### config.mk
export PLATFORM = sky130hd
export DESIGN_NAME = mouse_pos_sync
export DESIGN_NICKNAME = d
export VERILOG_FILES = /design/src/rtl/mouse_pos_sync.sv
export SDC_FILE = /design/constraint.sdc
export NUM_CORES = 1
export LEC_CHECK = 0
export ABC_AREA = 1
export CORE_MARGIN = 4
export CORE_UTILIZATION = 30
export DETAILED_ROUTE_END_ITERATION = 6
export DONT_BUFFER_PORTS = 1
export PLACE_DENSITY_LB_ADDON = 0.08
export SLEW_MARGIN = 10
export SYNTH_ARGS = -nofsm -noshare
export SYNTH_HDL_FRONTEND = slang
export SYNTH_SLANG_ARGS = --single-unit
### constraint.sdc
create_clock -name clk -period 1.41 [get_ports clk]
set_input_delay 0.282 -clock clk [delete_from_list [all_inputs] [get_ports clk]]
set_output_delay 0.282 -clock clk [all_outputs]
set_load 0.05 [all_outputs]
### src/rtl/mouse_pos_sync.sv
// Synchronises raw MouseCtl position/buttons into the pixel domain and updates the
// cursor position once per frame at vblank start. Optional clamp: MOUSE_POS_CLAMP_EN.
module mouse_pos_sync #(
    parameter int W             = 12,
    parameter int STABLE_CYCLES = 4,
    parameter int XMAX          = 1023,
    parameter int YMAX          = 767
) (
    input  logic         clk,
    input  logic         rst,
    input  logic [W-1:0] xpos_in,
    input  logic [W-1:0] ypos_in,
    input  logic         left_in,
    input  logic         right_in,
    input  logic         vblank,
    output logic [W-1:0] xpos,
    output logic [W-1:0] ypos,
    output logic         left,
    output logic         right,
    output logic         right_click,
    output logic         frame_tick
);

    localparam int CW = $clog2(STABLE_CYCLES + 1);
    localparam logic [CW-1:0] CNT_MAX = CW'(STABLE_CYCLES);
    localparam logic [W-1:0]  XLIM    = W'(XMAX);
    localparam logic [W-1:0]  YLIM    = W'(YMAX);
`ifdef MOUSE_POS_CLAMP_EN
    localparam bit CLAMP_EN = 1'b1;
`else
    localparam bit CLAMP_EN = 1'b0;
`endif

    logic [2*W-1:0] s1_q, s1_d, s2_q, s2_d, cand_q, cand_d, pos_q, pos_d;
    logic [1:0]     btn_s1_q, btn_s1_d, btn_s2_q, btn_s2_d;
    logic           b3_q, b3_d;
    logic [CW-1:0]  cnt_q, cnt_d;
    logic           vblank_d_q, vblank_d_d;
    logic           frame_tick_q, frame_tick_d;
    logic           right_click_q, right_click_d;
    logic           rise;
    logic [W-1:0]   x_cl, y_cl;

    always_comb begin
        s1_d       = {xpos_in, ypos_in};
        s2_d       = s1_q;
        btn_s1_d   = {left_in, right_in};
        btn_s2_d   = btn_s1_q;
        b3_d       = btn_s2_q[0];
        vblank_d_d = vblank;

        // Saturating count of consecutive cycles with identical synchronised samples.
        if (s1_q == s2_q)
            cnt_d = (cnt_q == CNT_MAX) ? cnt_q : cnt_q + 1'b1;
        else
            cnt_d = '0;

        cand_d = (cnt_q == CNT_MAX) ? s2_q : cand_q;

        x_cl = (CLAMP_EN && (cand_q[2*W-1:W] > XLIM)) ? XLIM : cand_q[2*W-1:W];
        y_cl = (CLAMP_EN && (cand_q[W-1:0]   > YLIM)) ? YLIM : cand_q[W-1:0];

        // Registered cand is used, so a cand update on the rise edge lands next frame.
        rise         = vblank & ~vblank_d_q;
        pos_d        = pos_q;
        frame_tick_d = 1'b0;
        if (rise) begin
            pos_d        = {x_cl, y_cl};
            frame_tick_d = 1'b1;
        end

        right_click_d = btn_s2_q[0] & ~b3_q;
    end

    always_ff @(posedge clk) begin
        if (rst) begin
            s1_q          <= '0;
            s2_q          <= '0;
            btn_s1_q      <= '0;
            btn_s2_q      <= '0;
            b3_q          <= 1'b0;
            cnt_q         <= '0;
            cand_q        <= '0;
            vblank_d_q    <= 1'b0;
            pos_q         <= '0;
            frame_tick_q  <= 1'b0;
            right_click_q <= 1'b0;
        end else begin
            s1_q          <= s1_d;
            s2_q          <= s2_d;
            btn_s1_q      <= btn_s1_d;
            btn_s2_q      <= btn_s2_d;
            b3_q          <= b3_d;
            cnt_q         <= cnt_d;
            cand_q        <= cand_d;
            vblank_d_q    <= vblank_d_d;
            pos_q         <= pos_d;
            frame_tick_q  <= frame_tick_d;
            right_click_q <= right_click_d;
        end
    end

    assign xpos        = pos_q[2*W-1:W];
    assign ypos        = pos_q[W-1:0];
    assign left        = btn_s2_q[1];
    assign right       = btn_s2_q[0];
    assign right_click = right_click_q;
    assign frame_tick  = frame_tick_q;

endmodule

==> results of run 1 <==
## per-layer routing
layer  track usage  vias up  wire (microns)
met1         0.168     1217            4370
met4        0.0651        0             198
met5             0        -               0
met2         0.159       47            3170
li1              -     1488               -
met3        0.0292       15             326
## how the worst min path moves through the flow
stage | end | depth (start not counted) | slack [ns]
floorplan | right_click | 1 | 0.38
global placement | btn_s1_q[0] | 1 | 0.37
detailed placement | s1_q[11] | 1 | 0.37
CTS | s1_q[22] | 2 | 0.02
global route | s1_q[22] | 2 | 0.03
finish | s1_q[22] | 2 | 0.04
## metrics by stage
step	hold slack (ns)	util
3_3_place_gp	0.366	0.328
4_1_cts	0.0182	0.367
6_report	0.0358	0.369
5_1_grt	0.0292	0.369
3_5_place_dp	0.366	0.328
2_1_floorplan	0.376	-
## what timing repair did
action,in CTS,in global routing
hold buffers,15,0
setup endpoints to repair,0,25
hold endpoints to repair,50,0
resized for setup,0,4
buffers inserted,0,1
## registers in the layout, summed over array words and instances, names as in the netlist
name         flops
cand_q          24
pos_q           24
s1_q            24
s2_q            24
cnt_q            3
btn_s1_q         2
btn_s2_q         2
b3_q             1
frame_tick       1
right_click      1
vblank_d_q       1
## report_power, final
part / switching [W] / leakage [nW] / internal [W]
Sequential: 0.0000559 / 0.874 / 0.00310
Combinational: 0.000187 / 0.925 / 0.000108
Clock: 0.00109 / 0.159 / 0.00165
## synth_stat cells, drive strengths merged
cell and count:
a21oi 30, clkbuf 2, nor3 1, inv 81
buf 18, nor2 92, xnor2 3, dfxtp 107
a211oi 19, nand2 105, nand3 5, o21ai 8
xor2 3, ha 2
## logic make-up (layout without fill, tap and decap cells)
kind of cell             count (synthesis)  in the layout  share of synthesized area
flip-flops                             107            107                      0.548
buffers and inverters                  101            135                      0.115
XOR/XNOR                                 6              6                     0.0134
AO/OA/AOI/OAI                           57             57                      0.106
adder cells (fa/ha/maj)                  2              2                    0.00640
AND/OR/NAND/NOR                        203            203                      0.212
## layout make-up
| cell class | count | area, sq um |
|---|---|---|
| clock buffer | 12 | 256 |
| clock inverter | 4 | 72.6 |
| fill | 1350 | 7990 |
| inverter | 81 | 330 |
| multi-input combinational | 268 | 1320 |
| sequential | 107 | 2140 |
| tap | 172 | 215 |
| timing repair buffer | 38 | 343 |
==> results.py, run 1 <==
metrics = {
    "run_status": {
        "outcome": "completed",
    },
    "critical_path": {
        "worstReg2RegStart": "cnt_q[0]",
        "crit_cells": 0,
        "r2r_end": "cnt_q[0]",
        "crit_path_end_kind": "primary output",
        "reg2regPathDepth": 6,
        "cp.required_ns": 1.13,
        "crit_end": "xpos[3]",
        "worstSetupStartpoint": "pos_q[15]",
        "crit_fanout": 2,
        "critPathArrivalTime_ns": 0.99,
        "crit_type": "register to primary output",
        "reg2reg_slack_ns": 0.15,
        "start_kind": "register",
    },
    "grt": {
        "overflow": 0,
        "grt_use_total": 0.117,
        "grt_max_degree": 48,
        "grt_pass1_vias": 2615,
        "grt_pass1_wl_microns": 13200,
        "antenna_found_initial": 0,
    },
    "synth": {
        "synth_seq_area_share": 0.548,
        "yosysTopAreaCellShare": 0.548,
        "yosysTopAreaCell": "dfxtp_1",
        "syn_area_sq_um": 3910,
        "post_synth.cell_area_avg_sq_um": 8.22,
        "netlist_instances": 476,
        "ys_top_cells_by_area": "dfxtp_1 55%, nand2_1 10%, nor2_1 7.4%, inv_1 6.9%, a211oi_2 5.1%",
        "synth-seq-cells": 107,
        "ys_types": 26,
        "synth_nets": 507,
        "yosysWarnings": 0,
    },
    "floorplan": {
        "start_util": 0.309,
        "ios": 57,
        "die_w_microns": 122,
        "dieArea_sq_um": 14900,
        "core_sq_um": 12700,
        "rows": 41,
        "fp.dieH_microns": 122,
    },
    "cells_and_area": {
        "area_growth_pct": 19.6,
        "layout_commonest_cell": "dfxtp_1",
        "final_cell_mix": "107 x dfxtp_1, 104 x nand2_1, 77 x nor2_1, 72 x inv_1, 30 x a21oi_1",
        "diodes": 0,
        "stdcell_count": 682,
        "fin_area_sq_um": 4680,
        "layout-drive-gt1-share": 0.163,
        "final_nets": 536,
    },
    "hold_path": {
        "hold_path.startpoint": "xpos_in[10]",
        "worst_hold_path_type": "input port to register",
    },
    "sta": {
        "slew-limit-headroom": 0.590,
        "fin_crit_ns": 1.27,
        "setup-violations-final": 0,
        "max_freq_ghz": 0.789,
        "timing.final.crit_share": 0.899,
        "finalWorstSetupSlack_ns": 0.142,
        "hold_violations": 0,
        "clock_skew_ns": 0.00680,
        "grt_setup_unrepaired": "no",
        "setup-tns-final_ns": 0,
        "slew_violations": 0,
        "tightestPinTransition_ns": 0.613,
    },
    "clock_network": {
        "cts_num_sinks": 107,
        "cts-root-buf": "clkbuf_16",
        "cts.path.max_buffers": 2,
        "cts_tree": "yes",
        "clk_pin_slew_ns": 0.07,
        "cts.htree.levels": 3,
        "clk-insertion-delay-late_ns": 0.34,
        "cts_made_buffers": 9,
    },
    "power": {
        "vdd_drop_max_mv": 0.540,
        "p_per_area_nw_per_um2": 1320,
        "p_total_w": 0.00618,
        "p_leak_nw": 1.96,
    },
    "routing": {
        "drt-total-wl_microns": 8070,
        "drc": 0,
        "ant_nets": 0,
        "via_count": 2767,
        "via_per_inst": 4.06,
        "dr.pass1.iters": 4,
        "wl_per_cell_microns": 11.8,
        "drt_iter0_drc": 88,
    },
    "placement": {
        "place_area_sq_um": 4150,
        "dp_cells": 650,
        "pre_cts_slack_ns": 0.0454,
        "gp_congestion": 0.719,
        "dp_hpwl_microns": 4980,
        "io_buffers": 0,
    },
    "run": {
        "maxCapViolations": 0,
    },
}
Note: power is estimated with default switching activity, not from simulation.
==> run 2: changes to the inputs <==
--- a/config.mk
+++ b/config.mk
@@ -5,7 +5,7 @@
 export SDC_FILE = /design/constraint.sdc
 export NUM_CORES = 1
 export LEC_CHECK = 0
-export ABC_AREA = 1
+export ABC_AREA = 0
 export CORE_MARGIN = 4
 export CORE_UTILIZATION = 30
 export DETAILED_ROUTE_END_ITERATION = 6
==> results.py, run 2 <==
metrics = {
    "power": {
        "p_switching_w": 0.00120,
        "p_total_w": 0.00568,
        "combPwrFrac": 0.034,
        "clkPwrFrac": 0.410,
        "p_int_w": 0.00448,
        "p_leak_nw": 1.62,
        "seq_power_share": 0.555,
        "switching_share": 0.211,
        "vdd_drop_max_mv": 0.475,
        "p_per_area_nw_per_um2": 1340,
    },
    "synth": {
        "synthFlopType": "dfxtp_1",
        "yosysWarnings": 0,
        "synth_compound_area_frac": 0.0733,
        "synth_top_family_by_area": "simple AND/OR/NAND/NOR gates",
        "yosysMostFrequentCell": "dfxtp_1",
        "synth_edf_count": 0,
        "ys_top_cells_by_area": "dfxtp_1 60%, nand2_1 11%, nor2b_1 10%, a21oi_1 6.8%, xor2_1 5.2%",
        "synth-simple-area-share": 0.228,
        "netlist_instances": 378,
        "async_flop_share": 0,
        "synth-seq-cells": 107,
        "synthXorXnorAreaFrac": 0.0617,
        "synth_mux_area_frac": 0,
        "syn_area_sq_um": 3550,
        "yosysTopAreaCell": "dfxtp_1",
        "netlist_top_cells_count": "107 x dfxtp_1, 100 x nand2_1, 57 x nor2b_1",
        "yosysTopAreaCellShare": 0.604,
        "synth_nets": 409,
        "post_synth.cell_area_avg_sq_um": 9.39,
        "ys_types": 20,
        "synth_seq_area_share": 0.604,
        "synthAdderAreaFrac": 0.00705,
    },
    "sta": {
        "finalWorstSetupSlack_ns": 0.0319,
        "tightestPinTransition_ns": 0.613,
        "setup-violations-final": 0,
        "grt_setup_unrepaired": "yes",
        "slew_violations": 0,
        "max_freq_ghz": 0.726,
        "slew-limit-headroom": 0.590,
        "hold_violations": 0,
        "clock_skew_ns": 0.00547,
        "hold-worst-slack_ns": 0.0300,
        "setup-tns-final_ns": 0,
        "fin_crit_ns": 1.38,
        "timing.final.crit_share": 0.977,
    },
    "critical_path": {
        "path_delay_family": "simple AND/OR/NAND/NOR gates",
        "critPathArrivalTime_ns": 1.62,
        "crit_type": "register to register",
        "crit_fanout": 3,
        "path_buf_inv": 1,
        "start_kind": "register",
        "crit_path_end_kind": "register",
        "crit_chain": "xor2_1 > nor4_1 > buf_4 > nand4_1 > a2111oi_2",
        "max_stage_delay_ns": 0.32,
        "critical-path-slowest-cell": "dfxtp_2",
        "cp.required_ns": 1.65,
    },
    "placement": {
        "io_buffers": 0,
        "dp_hpwl_microns": 4850,
        "dp_cells": 530,
        "gp_congestion": 0.696,
        "pre_cts_slack_ns": -0.116,
    },
    "routing": {
        "via_per_inst": 4.23,
        "ant_nets": 0,
        "drt-total-wl_microns": 7370,
        "drc": 0,
        "via_count": 2335,
        "dr.pass1.iters": 4,
        "drt_iter0_drc": 94,
        "wl_per_cell_microns": 13.4,
    },
    "floorplan": {
        "rows": 39,
        "core_sq_um": 11500,
        "ios": 57,
        "die_w_microns": 117,
        "fp.dieH_microns": 117,
        "start_util": 0.308,
        "dieArea_sq_um": 13600,
    },
    "clock_network": {
        "post_cts_buffers": 0,
        "cts_tree": "yes",
        "cts.htree.levels": 3,
        "clk-insertion-delay-late_ns": 0.34,
        "cts_made_buffers": 9,
        "cts_num_sinks": 107,
        "clk_pin_slew_ns": 0.07,
        "cts.path.max_buffers": 2,
        "cts-root-buf": "clkbuf_16",
    },
    "cells_and_area": {
        "area_growth_pct": 19.3,
        "n_fill_cell": 1193,
        "layout_commonest_cell": "dfxtp_1",
        "final_nets": 434,
        "final_cell_mix": "106 x dfxtp_1, 100 x nand2_1, 57 x nor2b_1, 48 x a21oi_1, 30 x buf_4",
        "layout-drive-gt1-share": 0.120,
        "stdcell_count": 552,
        "seqCellArea_sq_um": 2140,
        "multi_input_area_sq_um": 1330,
    },
    "grt": {
        "grt_pass1_wl_microns": 11800,
        "grt_use_total": 0.115,
        "grt_pass1_vias": 2208,
        "overflow": 0,
        "antenna_found_initial": 1,
        "grt_max_degree": 83,
    },
    "hold_path": {
        "worst_hold_path_type": "input port to register",
    },
    "run": {
        "maxCapViolations": 0,
    },
    "run_status": {
        "outcome": "completed",
    },
}
[run 2: cell types whose count changed after synthesis, sizes merged, moves of 4 or more]
| cell | before | now |
|---|---|---|
| a211oi | 19 | 0 |
| a21oi | 30 | 48 |
| buf | 18 | 4 |
| clkbuf | 2 | 18 |
| inv | 81 | 2 |
| nand2 | 105 | 100 |
| nand3 | 5 | 1 |
| nor2 | 92 | 1 |
| nor2b | 0 | 57 |
| nor4 | 0 | 7 |
| o21ai | 8 | 1 |
| xor2 | 3 | 21 |
[run 2: final timing paths]
path	endpoint	cells past startpoint	slack (ns)	from
max	cnt_q[1]	5	0.03	s2_q[8]
min	pos_q[23]	1	0.03	rst
max reg2reg	cnt_q[1]	5	0.03	s2_q[8]
min reg2reg	right_click	1	0.40	b3_q
[run 2: timing repair]
item,4_1_cts,5_1_grt
setup endpoints to repair,3,23
hold buffers,4,1
pin swaps,4,1
hold endpoints to repair,15,2
resized for setup,0,5
[run 2: stage by stage]
| stage | util | area [sq um] |
|---|---|---|
| global placement | 0.338 | 3890 |
| floorplan | - | 3550 |
| finish | 0.367 | 4230 |
| global route | 0.367 | 4230 |
| detailed placement | 0.338 | 3890 |
| CTS | 0.365 | 4200 |
[run 2: per-layer routing]
metal | wire (microns) | vias up | global-route usage
met5 | 0 | - | 0
met4 | 187 | 0 | 0.0619
met3 | 363 | 12 | 0.0321
met2 | 2820 | 50 | 0.142
met1 | 4000 | 1027 | 0.174
li1 | - | 1246 | -
[run 2: cell type report]
cell class                      instances  share of cell area
Sequential cell                       107               0.507
Multi-Input combinational cell        247               0.314
Timing Repair Buffer                   36              0.0698
Clock buffer                           14              0.0624
Tap cell                              143              0.0423
Clock inverter                          2             0.00237
Inverter                                2             0.00177
Antenna cell                            1            0.000591
[run 2: cell families after synthesis]
| kind of cell | count (synthesis) |
|---|---|
| and+or+nand+nor | 170 |
| DFF | 107 |
| AOI/OAI and AO/OA | 50 |
| xor gates and xnor gates | 25 |
| buffers and inverters | 24 |
| adders and majority gates | 2 |
[run 2: power groups by stage]
stage                     Combinational [W]  Clock [W]  Sequential (W)
after floorplan                    0.000163          0         0.00321
after global placement             0.000173          0         0.00322
after detailed placement           0.000171          0         0.00322
after CTS                          0.000193    0.00243         0.00315
after global routing               0.000219    0.00254         0.00316
final                              0.000195    0.00233         0.00315
==> run 3: changes to the inputs <==
--- a/config.mk
+++ b/config.mk
@@ -5,12 +5,12 @@
 export SDC_FILE = /design/constraint.sdc
 export NUM_CORES = 1
 export LEC_CHECK = 0
-export ABC_AREA = 0
+export ABC_AREA = 1
 export CORE_MARGIN = 4
 export CORE_UTILIZATION = 30
 export DETAILED_ROUTE_END_ITERATION = 6
 export DONT_BUFFER_PORTS = 1
-export PLACE_DENSITY_LB_ADDON = 0.08
+export PLACE_DENSITY = 0.45
 export SLEW_MARGIN = 10
 export SYNTH_ARGS = -nofsm -noshare
 export SYNTH_HDL_FRONTEND = slang
==> constraint.sdc (replaced) <==
create_clock -name clk -period 1.6 [get_ports clk]
set_input_delay 0.32 -clock clk [delete_from_list [all_inputs] [get_ports clk]]
set_output_delay 0.32 -clock clk [all_outputs]
set_load 0.05 [all_outputs]
==> results.py, run 3 (same netlist as run 1, synthesis figures left out) <==
metrics = {
    "sta": {
        "setup-tns-final_ns": 0,
        "slew_violations": 0,
        "clock_skew_ns": 0.00698,
        "tightestPinTransition_ns": 0.537,
        "timing.final.crit_share": 0.855,
        "setup-violations-final": 0,
        "grt_setup_unrepaired": "no",
        "fin_crit_ns": 1.37,
        "slew-limit-headroom": 0.642,
        "max_freq_ghz": 0.731,
        "hold-worst-slack_ns": 0.0435,
        "finalWorstSetupSlack_ns": 0.232,
        "hold_violations": 0,
    },
    "routing": {
        "drt-total-wl_microns": 7390,
        "drc": 0,
        "via_per_inst": 4.03,
        "dr.pass1.iters": 6,
        "wl_per_cell_microns": 11.5,
        "ant_nets": 0,
        "drt_iter0_drc": 130,
        "via_count": 2601,
    },
    "placement": {
        "io_buffers": 0,
        "dp_cells": 630,
        "gp_congestion": 0.758,
        "dp_hpwl_microns": 5070,
        "pre_cts_slack_ns": 0.233,
    },
    "floorplan": {
        "rows": 41,
        "start_util": 0.309,
        "fp.dieH_microns": 122,
        "die_w_microns": 122,
        "core_sq_um": 12700,
        "ios": 57,
        "dieArea_sq_um": 14900,
    },
    "power": {
        "clkPwrFrac": 0.435,
        "combPwrFrac": 0.036,
        "p_int_w": 0.00418,
        "vdd_drop_max_mv": 0.445,
        "p_switching_w": 0.00108,
        "p_total_w": 0.00525,
        "p_leak_nw": 1.74,
        "p_per_area_nw_per_um2": 1220,
        "seq_power_share": 0.529,
        "switching_share": 0.205,
    },
    "cells_and_area": {
        "area_growth_pct": 10.3,
        "layout-drive-gt1-share": 0.125,
        "final_cell_mix": "107 x dfxtp_1, 104 x nand2_1, 77 x nor2_1, 72 x inv_1, 30 x a21oi_1",
        "n_fill_cell": 1361,
        "diodes": 0,
        "stdcell_count": 645,
        "final_nets": 500,
        "layout_commonest_cell": "dfxtp_1",
    },
    "grt": {
        "grt_pass1_wl_microns": 12200,
        "grt_use_total": 0.105,
        "antenna_found_initial": 0,
        "grt_pass1_vias": 2461,
        "grt_max_degree": 106,
        "overflow": 0,
    },
    "run": {
        "maxCapViolations": 0,
    },
    "hold_path": {
        "hold_path.startpoint": "rst",
        "worst_hold_path_type": "input port to register",
    },
    "clock_network": {
        "clk-insertion-delay-late_ns": 0.34,
        "cts-root-buf": "clkbuf_16",
        "ctsResizeCount": 0,
        "hold_buffers": 0,
        "post_cts_buffers": 0,
        "cts_num_sinks": 107,
        "cts_made_buffers": 9,
        "clk_pin_slew_ns": 0.07,
        "cts.path.max_buffers": 2,
        "cts_tree": "yes",
        "cts.htree.levels": 3,
    },
    "critical_path": {
        "worstSetupStartpoint": "cnt_q[0]",
        "cp.required_ns": 1.86,
        "r2r_end": "cand_q[20]",
        "crit_fanout": 44,
        "start_kind": "register",
        "reg2reg_slack_ns": 0.23,
        "crit_end": "cand_q[20]",
        "reg2regPathDepth": 6,
        "critPathArrivalTime_ns": 1.63,
        "crit_path_end_kind": "register",
        "crit_type": "register to register",
        "worstReg2RegStart": "cnt_q[0]",
    },
    "run_status": {
        "outcome": "completed",
    },
}
-- run 3: cell types whose count changed in the layout (fill, tap and decap cells not counted), moves of 3 or more --
cell	previous run	this run
a211oi_1	0	3
a211oi_2	0	16
a21oi_1	48	30
buf_4	30	2
dlygate4sd3_1	5	0
inv_1	2	72
inv_2	0	8
nand2_1	100	104
nor2_1	1	77
nor2_2	0	14
nor2b_1	57	0
nor4_1	5	0
o21ai_1	0	5
xor2_1	21	3
-- run 3: critical path: stages (launching register included) --
cell      delay [ns]
dfxtp_1         0.32
inv_1           0.09
ha_1            0.20
nand2_4         0.11
inv_6           0.32
nor2_1          0.09
a211oi_2        0.15
-- run 3: power by group through the flow --
stage	Combinational [W]	Clock (W)	Sequential [W]
4_1_cts	0.000194	0.00239	0.00278
6_report	0.000187	0.00229	0.00278
2_1_floorplan	0.000197	0	0.00283
3_5_place_dp	0.000193	0	0.00284
5_1_grt	0.000224	0.00247	0.00279
3_3_place_gp	0.000190	0	0.00284
-- run 3: per-stage QoR --
step | area (sq um) | utilization
global placement | 4000 | 0.316
floorplan | 3910 | -
detailed placement | 4000 | 0.316
global route | 4320 | 0.341
finish | 4320 | 0.341
CTS | 4320 | 0.341
-- run 3: metal layers --
layer | GRT usage | wire [microns] | up-vias
met2 | 0.137 | 2870 | 42
met3 | 0.0274 | 310 | 11
met4 | 0.0567 | 183 | 0
met1 | 0.156 | 4020 | 1133
met5 | 0 | 0 | -
li1 | - | - | 1415
-- run 3: worst min-delay path by stage --
stage / to / slack, ns / cells past startpoint
global route: s1_q[13] / 0.02 / 1
finish: s1_q[13] / 0.04 / 1
CTS: s1_q[13] / 0.03 / 1
floorplan: right_click / 0.38 / 1
detailed placement: right_click / 0.39 / 1
global placement: right_click / 0.38 / 1
-- run 3: area by class of cell --
class | count | area, sq um | share of cell area
multi-input combinational | 268 | 1320 | 0.306
inverter | 81 | 309 | 0.0716
clock inverter | 1 | 30.0 | 0.00696
clock buffer | 14 | 284 | 0.0658
tap | 172 | 215 | 0.0499
sequential | 107 | 2140 | 0.496
timing repair buffer | 2 | 15.0 | 0.00348
